### config.mk
export PLATFORM = sky130hd
export DESIGN_NAME = moving_forward
export DESIGN_NICKNAME = d
export VERILOG_FILES = /design/src/rtl/moving_forward.sv
export SDC_FILE = /design/constraint.sdc
export NUM_CORES = 1
export LEC_CHECK = 0
export ABC_CLOCK_PERIOD_IN_PS = 3540
export CORE_MARGIN = 10
export CORE_UTILIZATION = 55
export CTS_CLUSTER_SIZE = 28
export DETAILED_ROUTE_END_ITERATION = 12
export GPL_TIMING_DRIVEN = 0
export PLACE_DENSITY = 0.82
export SYNTH_ARGS = -nofsm -noshare
export SYNTH_HDL_FRONTEND = slang
export SYNTH_SLANG_ARGS = --single-unit
### constraint.sdc
create_clock -name clock -period 3.54 [get_ports clock]
set_clock_uncertainty 0.2 [all_clocks]
set_input_delay 0.531 -clock clock [delete_from_list [all_inputs] [get_ports clock]]
set_output_delay 0.531 -clock clock [all_outputs]
set_load 0.03 [all_outputs]
### src/rtl/moving_forward.sv
// moving_forward: forward H-bridge drive with dead-time, IP steering, IR obstacle hold and a one-shot run timer
module moving_forward #(
  parameter int unsigned MOVE_CYCLES     = 500_000_000,
  parameter int unsigned DEBOUNCE_CYCLES = 200_000,
  parameter int unsigned DEADTIME_CYCLES = 1_000_000,
  parameter int unsigned BLOCK_TIMEOUT   = 300_000_000
) (
  input  logic       clock,
  input  logic       reset,
  input  logic       canMove,
  input  logic       isMoving_reverse,
  input  logic       sensorIR_front,
  input  logic [3:0] sensIP_Front,
  input  logic [3:0] presentINs,
  output logic [3:0] sendToH_BridgeINs,
  output logic       isMoving_out
);
  localparam logic [3:0] FWD = 4'b1010, VEER_LEFT = 4'b0010, VEER_RIGHT = 4'b1000, OFF = 4'b0000;
  localparam logic [31:0] MOVE_MAX = 32'(MOVE_CYCLES), MOVE_LAST = 32'(MOVE_CYCLES - 1);
  localparam logic [31:0] DEAD_MAX = 32'(DEADTIME_CYCLES), DEAD_LAST = 32'(DEADTIME_CYCLES - 1);
  localparam logic [31:0] BLOCK_MAX = 32'(BLOCK_TIMEOUT), BLOCK_LAST = 32'(BLOCK_TIMEOUT - 1);
  localparam logic [31:0] DEB_LAST = 32'(DEBOUNCE_CYCLES - 1);
  typedef enum logic [2:0] {IDLE, DEADTIME, DRIVE, BLOCKED, DONE} stateType;
  stateType state, nextState;
  logic [4:0] syncA, syncB, deb;
  logic [31:0] debCnt [5];
  logic [31:0] runTimer, deadTimer, blockTimer;
  logic leftHit, rightHit, abort, obstacle;
  logic [3:0] steer;
  assign obstacle = deb[4];
  assign leftHit = |deb[3:2];
  assign rightHit = |deb[1:0];
  assign steer = leftHit && !rightHit ? VEER_RIGHT : rightHit && !leftHit ? VEER_LEFT : FWD;
  assign abort = !canMove || isMoving_reverse;
  // Synchronize the raw sensors, then accept a change only after it has been stable long enough
  always_ff @(posedge clock) begin
    if (reset) begin
      syncA <= '0;
      syncB <= '0;
      deb <= '0;
      for (int i = 0; i < 5; i++) debCnt[i] <= '0;
    end else begin
      syncA <= {sensorIR_front, sensIP_Front};
      syncB <= syncA;
      for (int i = 0; i < 5; i++)
        if (syncB[i] == deb[i]) debCnt[i] <= '0;
        else if (debCnt[i] == DEB_LAST) begin
          deb[i] <= syncB[i];
          debCnt[i] <= '0;
        end else debCnt[i] <= debCnt[i] + 32'd1;
    end
  end
  // Next-state selection; abort outranks obstacle, which outranks run-time expiry
  always_comb begin
    nextState = state;
    case (state)
      IDLE:     if (canMove && !isMoving_reverse && !obstacle) nextState = presentINs != OFF ? DEADTIME : DRIVE;
      DEADTIME: nextState = abort ? IDLE : deadTimer == DEAD_LAST ? DRIVE : DEADTIME;
      DRIVE:    nextState = abort ? IDLE : obstacle ? BLOCKED : runTimer == MOVE_LAST ? DONE : DRIVE;
      BLOCKED:  nextState = abort ? IDLE : !obstacle ? DRIVE : blockTimer == BLOCK_LAST ? DONE : BLOCKED;
      DONE:     nextState = canMove ? DONE : IDLE;
      default:  nextState = IDLE;
    endcase
  end
  // State, registered outputs derived from the next state, and saturating timers
  always_ff @(posedge clock) begin
    if (reset) begin
      state <= IDLE;
      sendToH_BridgeINs <= OFF;
      isMoving_out <= 1'b0;
      runTimer <= '0;
      deadTimer <= '0;
      blockTimer <= '0;
    end else begin
      state <= nextState;
      sendToH_BridgeINs <= nextState == DRIVE ? steer : OFF;
      isMoving_out <= nextState inside {DEADTIME, DRIVE, BLOCKED};
      runTimer <= state == IDLE ? '0 : state == DRIVE && runTimer != MOVE_MAX ? runTimer + 32'd1 : runTimer;
      deadTimer <= state != DEADTIME ? '0 : deadTimer == DEAD_MAX ? deadTimer : deadTimer + 32'd1;
      blockTimer <= state != BLOCKED ? '0 : blockTimer == BLOCK_MAX ? blockTimer : blockTimer + 32'd1;
    end
  end
endmodule

Word level (Yosys, flattened, before mapping)
Memory sizes are Yosys's and may differ from the RTL's.
Index checks and enable logic that the tools add are counted.
Widths: inputs -> output; s select.
Operators by class
  add/subtract/negate cells: 8
  eq/ne operators: 25
  multiplexer cells: 86
  bitwise logic cells: 21
  reduce and logical (&&, ||, !) cells: 26
Operators with widths (count)
  $mux 32: 15
  $add 32x1->32 const B: 8
  $eq 32x18->1 const B: 5
  $eq 32x29->1 const B: 3
  $eq 32x20->1 const B: 2
  $mux 1: 57
  $ne 32x29->1 const B: 1
  $mux 3: 8
  $or 1x1->1: 15
  $pmux 3 s5: 1
  $eq 3x2->1 const B: 4
  $reduce_or 2->1: 6
  $reduce_and 2->1: 5
  $mux 4: 2
  $eq 3x1->1 const B: 2
  $mux 2: 3
  $not 1->1: 6
  $eq 1x1->1: 5
  $logic_and 1x1->1: 5
  $logic_not 1->1: 5
  $reduce_bool 4->1: 1
  $eq 3x3->1 const B: 1
  $logic_not 3->1: 1
  $ne 3x1->1 const B: 1
  other kinds (4): 4
Word-level totals
  register bits: 119
  RAM bits: 160
  bits of input ports: 13
  output and inout port bits: 5
  logic and storage cells: 181
  memories kept: 1
Memory list
  debCnt: depth 5, width 32, read ports 5, clocked after memory_dff 0, write ports 5, RTL line 26  | logic [31:0] debCnt [5];

Depth between registers and ports, before layout
  depth after elaboration: 8
  mapped depth: 9
  mapped depth without buffers: 7

Worst setup path after synthesis
No wires, ideal clock.
  kind: flip-flop to flip-flop
  from: memory debCnt[3][0]
  to: memory debCnt[3][28], data pin
  library setup time: 257 ps
  data arrival time: 1802 ps
  data required time: 3083 ps
  slack: 1281 ps
  cell stages (with the launch flop): 9
  path buffers: 1
  period minus slack after synthesis: 2259 ps
  cells stage by stage: edfxtp_1 -> ha_1 -> and4_2 -> nand4_4 -> or3_1 -> buf_2 -> nor3_1 -> xnor2_1 -> nor2_1
RTL lines (RTL line)
  from (decl): 26

==> impl_metrics.ini <==
[timing]
slew_violations = 0
slew_headroom_pct = 47.8
timing.final.hold_violations = 0
timing.fmax_ghz = 0.358
tns_ps = 0
setup_violations = 0
fin_crit_sh_pct = 78.8
rsz0062_at_grt = false
worst_slew_pin_slew_ps = 777
finalCriticalPeriod_ps = 2790

[synthesis]
synth.top_cell.area_share_pct = 33.7
yosysMostFrequentCell = nor2_1
syn_avg_cell_area_sq_um = 9.63
synth_edf_count = 160
netlist-cell-type-count = 56
synth_area_sq_um = 14200
synth_top_area_cell = edfxtp_1
synth_commonest_cells = nor2_1, edfxtp_1, xor2_1
async_flop_share_pct = 0
syn_inst = 1480
synth_flop_cell = edfxtp_1
synth.ff_latch_count = 277
synth_sequential_area_ratio_pct = 50.2
yosysWarnings = 0
synth.top_cells.by_area = edfxtp_1, dfxtp_1, nor2_1

[cells_and_area]
multi_input_area_sq_um = 7300
n_antenna_cell = 0
fin_nets = 1711
drive_above_1_share_pct = 6.20
seq_area_sq_um = 7150
fin_area_sq_um = 16600
n_fill_cell = 1909
syn_to_final_growth_pct = 16.2
utilization_pct = 65.3

[run]
cap_violations = 0

[grt]
globalRoute.totalOverflow = 0
antenna_found_initial = 0
grt_pass1_vias = 10700
grt_max_degree = 17
grt_usage_pct = 16.9
grt_pass1_wl_um = 48900

[critical_path]
path_max_fanout = 10
critical_path.slowest_cell = nor3_1
r2r-start = debCnt[2][6]$_SDFFCE_PN0P_
crit_path_end_kind = flip-flop
cp-start-kind = flip-flop
crit_required_ps = 3640
cp_data_arrival_time_ps = 2890
path_cells = nor4b_1 -> nand3_1 -> nor3_1 -> or3_1 -> clkbuf_1 -> buf_2 -> nor2_1
worstSetupPathType = flip-flop to flip-flop
critPathMaxStageDelay_ps = 580
r2r_slack_ps = 750
cp-startpoint = debCnt[2][6]$_SDFFCE_PN0P_

[detailed_routing]
wirelength_um = 28200
vias = 10900
drtIter0Drc = 697
drtPass1Iterations = 5
final_antenna_net_count = 0
drt-vias-per-instance = 5.34
drcViolationCount = 0
wl_per_cell_um = 13.8

[floorplanning]
die_w_um = 181
initial_core_util_pct = 56.3
die_area_sq_um = 32700
core_area_sq_um = 25300
fp-row-count = 58
die_h_um = 181
io_pins = 18

[placement]
hpwlAfterDp_um = 19300
placed_cell_area_sq_um = 15400
io_buffers = 15
place_congestion = 0.837

[cts]
cts.repair.resized = 0
root_buffer = clkbuf_16
h-tree-depth = 1
cts.clk_slew.worst_paths_ps = 60
cts.sinks = 277
cts_hold_buf = 0
numCtsBuffers = 30
clockBufferDepth = 3
cts_setup_buffers = 0
clock_latency_ps = 570
cts_tree = done

[power]
power_frac_seq_pct = 49.4
p_clk_share_pct = 47.7
p_int_mw = 5.72
combPwrFrac_pct = 2.9
pwr_density_cell_nw_per_um2 = 439
p_sw_share_pct = 21.2
leakagePower_nw = 5.51
irDropWorstVdd_v = 0.000419
total_power_mw = 7.26
switching_power_mw = 1.54

[run_status]
status = finished clean

[worst_hold_path]
worstHoldPathType = flip-flop to flip-flop
hold_start = syncA[0]$_SDFF_PP0_
## stage by stage
stage | setup slack, ps | hold WS, ps | instances
after floorplan | 1280 | 214 | 1640
after global placement | 705 | 218 | 1985
after detailed placement | 708 | 228 | 1985
after CTS | 756 | 243 | 2041
after global routing | 518 | 261 | 2041
final | 749 | 238 | 2041
## cell type report
cell class	instances	area share, %
Multi-Input combinational cell	1267	44.1
Sequential cell	277	43.2
Clock buffer	45	5.92
Clock inverter	11	0.968
Buffer	55	1.52
Inverter	41	0.930
Tap cell	330	2.49
Timing Repair Buffer	15	0.907
## critical path: cells and delay by family, from the launching register on
| family | cells | cell delay, ps |
|---|---|---|
| buffers and inverters | 2 | 480 |
| AND/OR/NAND/NOR | 5 | 1350 |
| flip-flops | 1 | 490 |
## layer usage
layer	vias up	routed length, um	GRT usage, %
li1	5445	-	-
met1	5162	12300	20.8
met2	244	14100	30.2
met3	58	1100	2.14
met4	0	657	4.82
met5	-	0	0
## cell families (layout without fill, tap and decap cells)
group,after synthesis,in the layout,synth area share [%]
multiplexers,7,7,0.492
flip-flops,277,277,50.2
adder cells (fa/ha/maj),11,11,0.966
other,2,162,0.0527
AO/OA/AOI/OAI,42,42,1.72
AND/OR/NAND/NOR,813,813,29.5
buffers and inverters,96,167,2.85
XOR/XNOR,232,232,14.3
## final timing paths
path | cells past startpoint | end
setup / recovery | 7 | debCnt[2][16]$_SDFFCE_PN0P_
hold / removal | 1 | syncB[0]$_SDFF_PP0_
setup reg to reg | 7 | debCnt[2][16]$_SDFFCE_PN0P_
hold reg to reg | 1 | syncB[0]$_SDFF_PP0_
## placed cells by master (no fill, tap or decap), types with 17 or more instances in the layout
master,instances
nor2_1,305
nor3_1,45
nand2_1,90
xor2_1,122
nand4_1,67
a21oi_1,19
nand3_1,100
nor4_1,52
or3_1,22
dfxtp_1,117
conb_1,162
and4_1,23
edfxtp_1,160
and3_1,21
inv_1,41
clkbuf_1,31
xnor2_1,110
nor2b_1,17
buf_2,22
clkbuf_16,36
o21ai_0,17
## sequential cells by signal, summed over array words and instances, names as in the netlist, 3 cells and up
register / count
deb: 5
syncA: 5
state: 3
deadTimer: 32
runTimer: 32
debCnt: 160
syncB: 5
blockTimer: 32
## power groups by stage
stage               combinational [mW]  clock, mW  sequential [mW]
floorplan                        0.158          0             3.63
global route                     0.242       3.65             3.60
detailed placement               0.202          0             3.65
CTS                              0.206       3.52             3.58
finish                           0.212       3.46             3.59
global placement                 0.199          0             3.64
No activity file was read; power rests on OpenSTA's default activity.
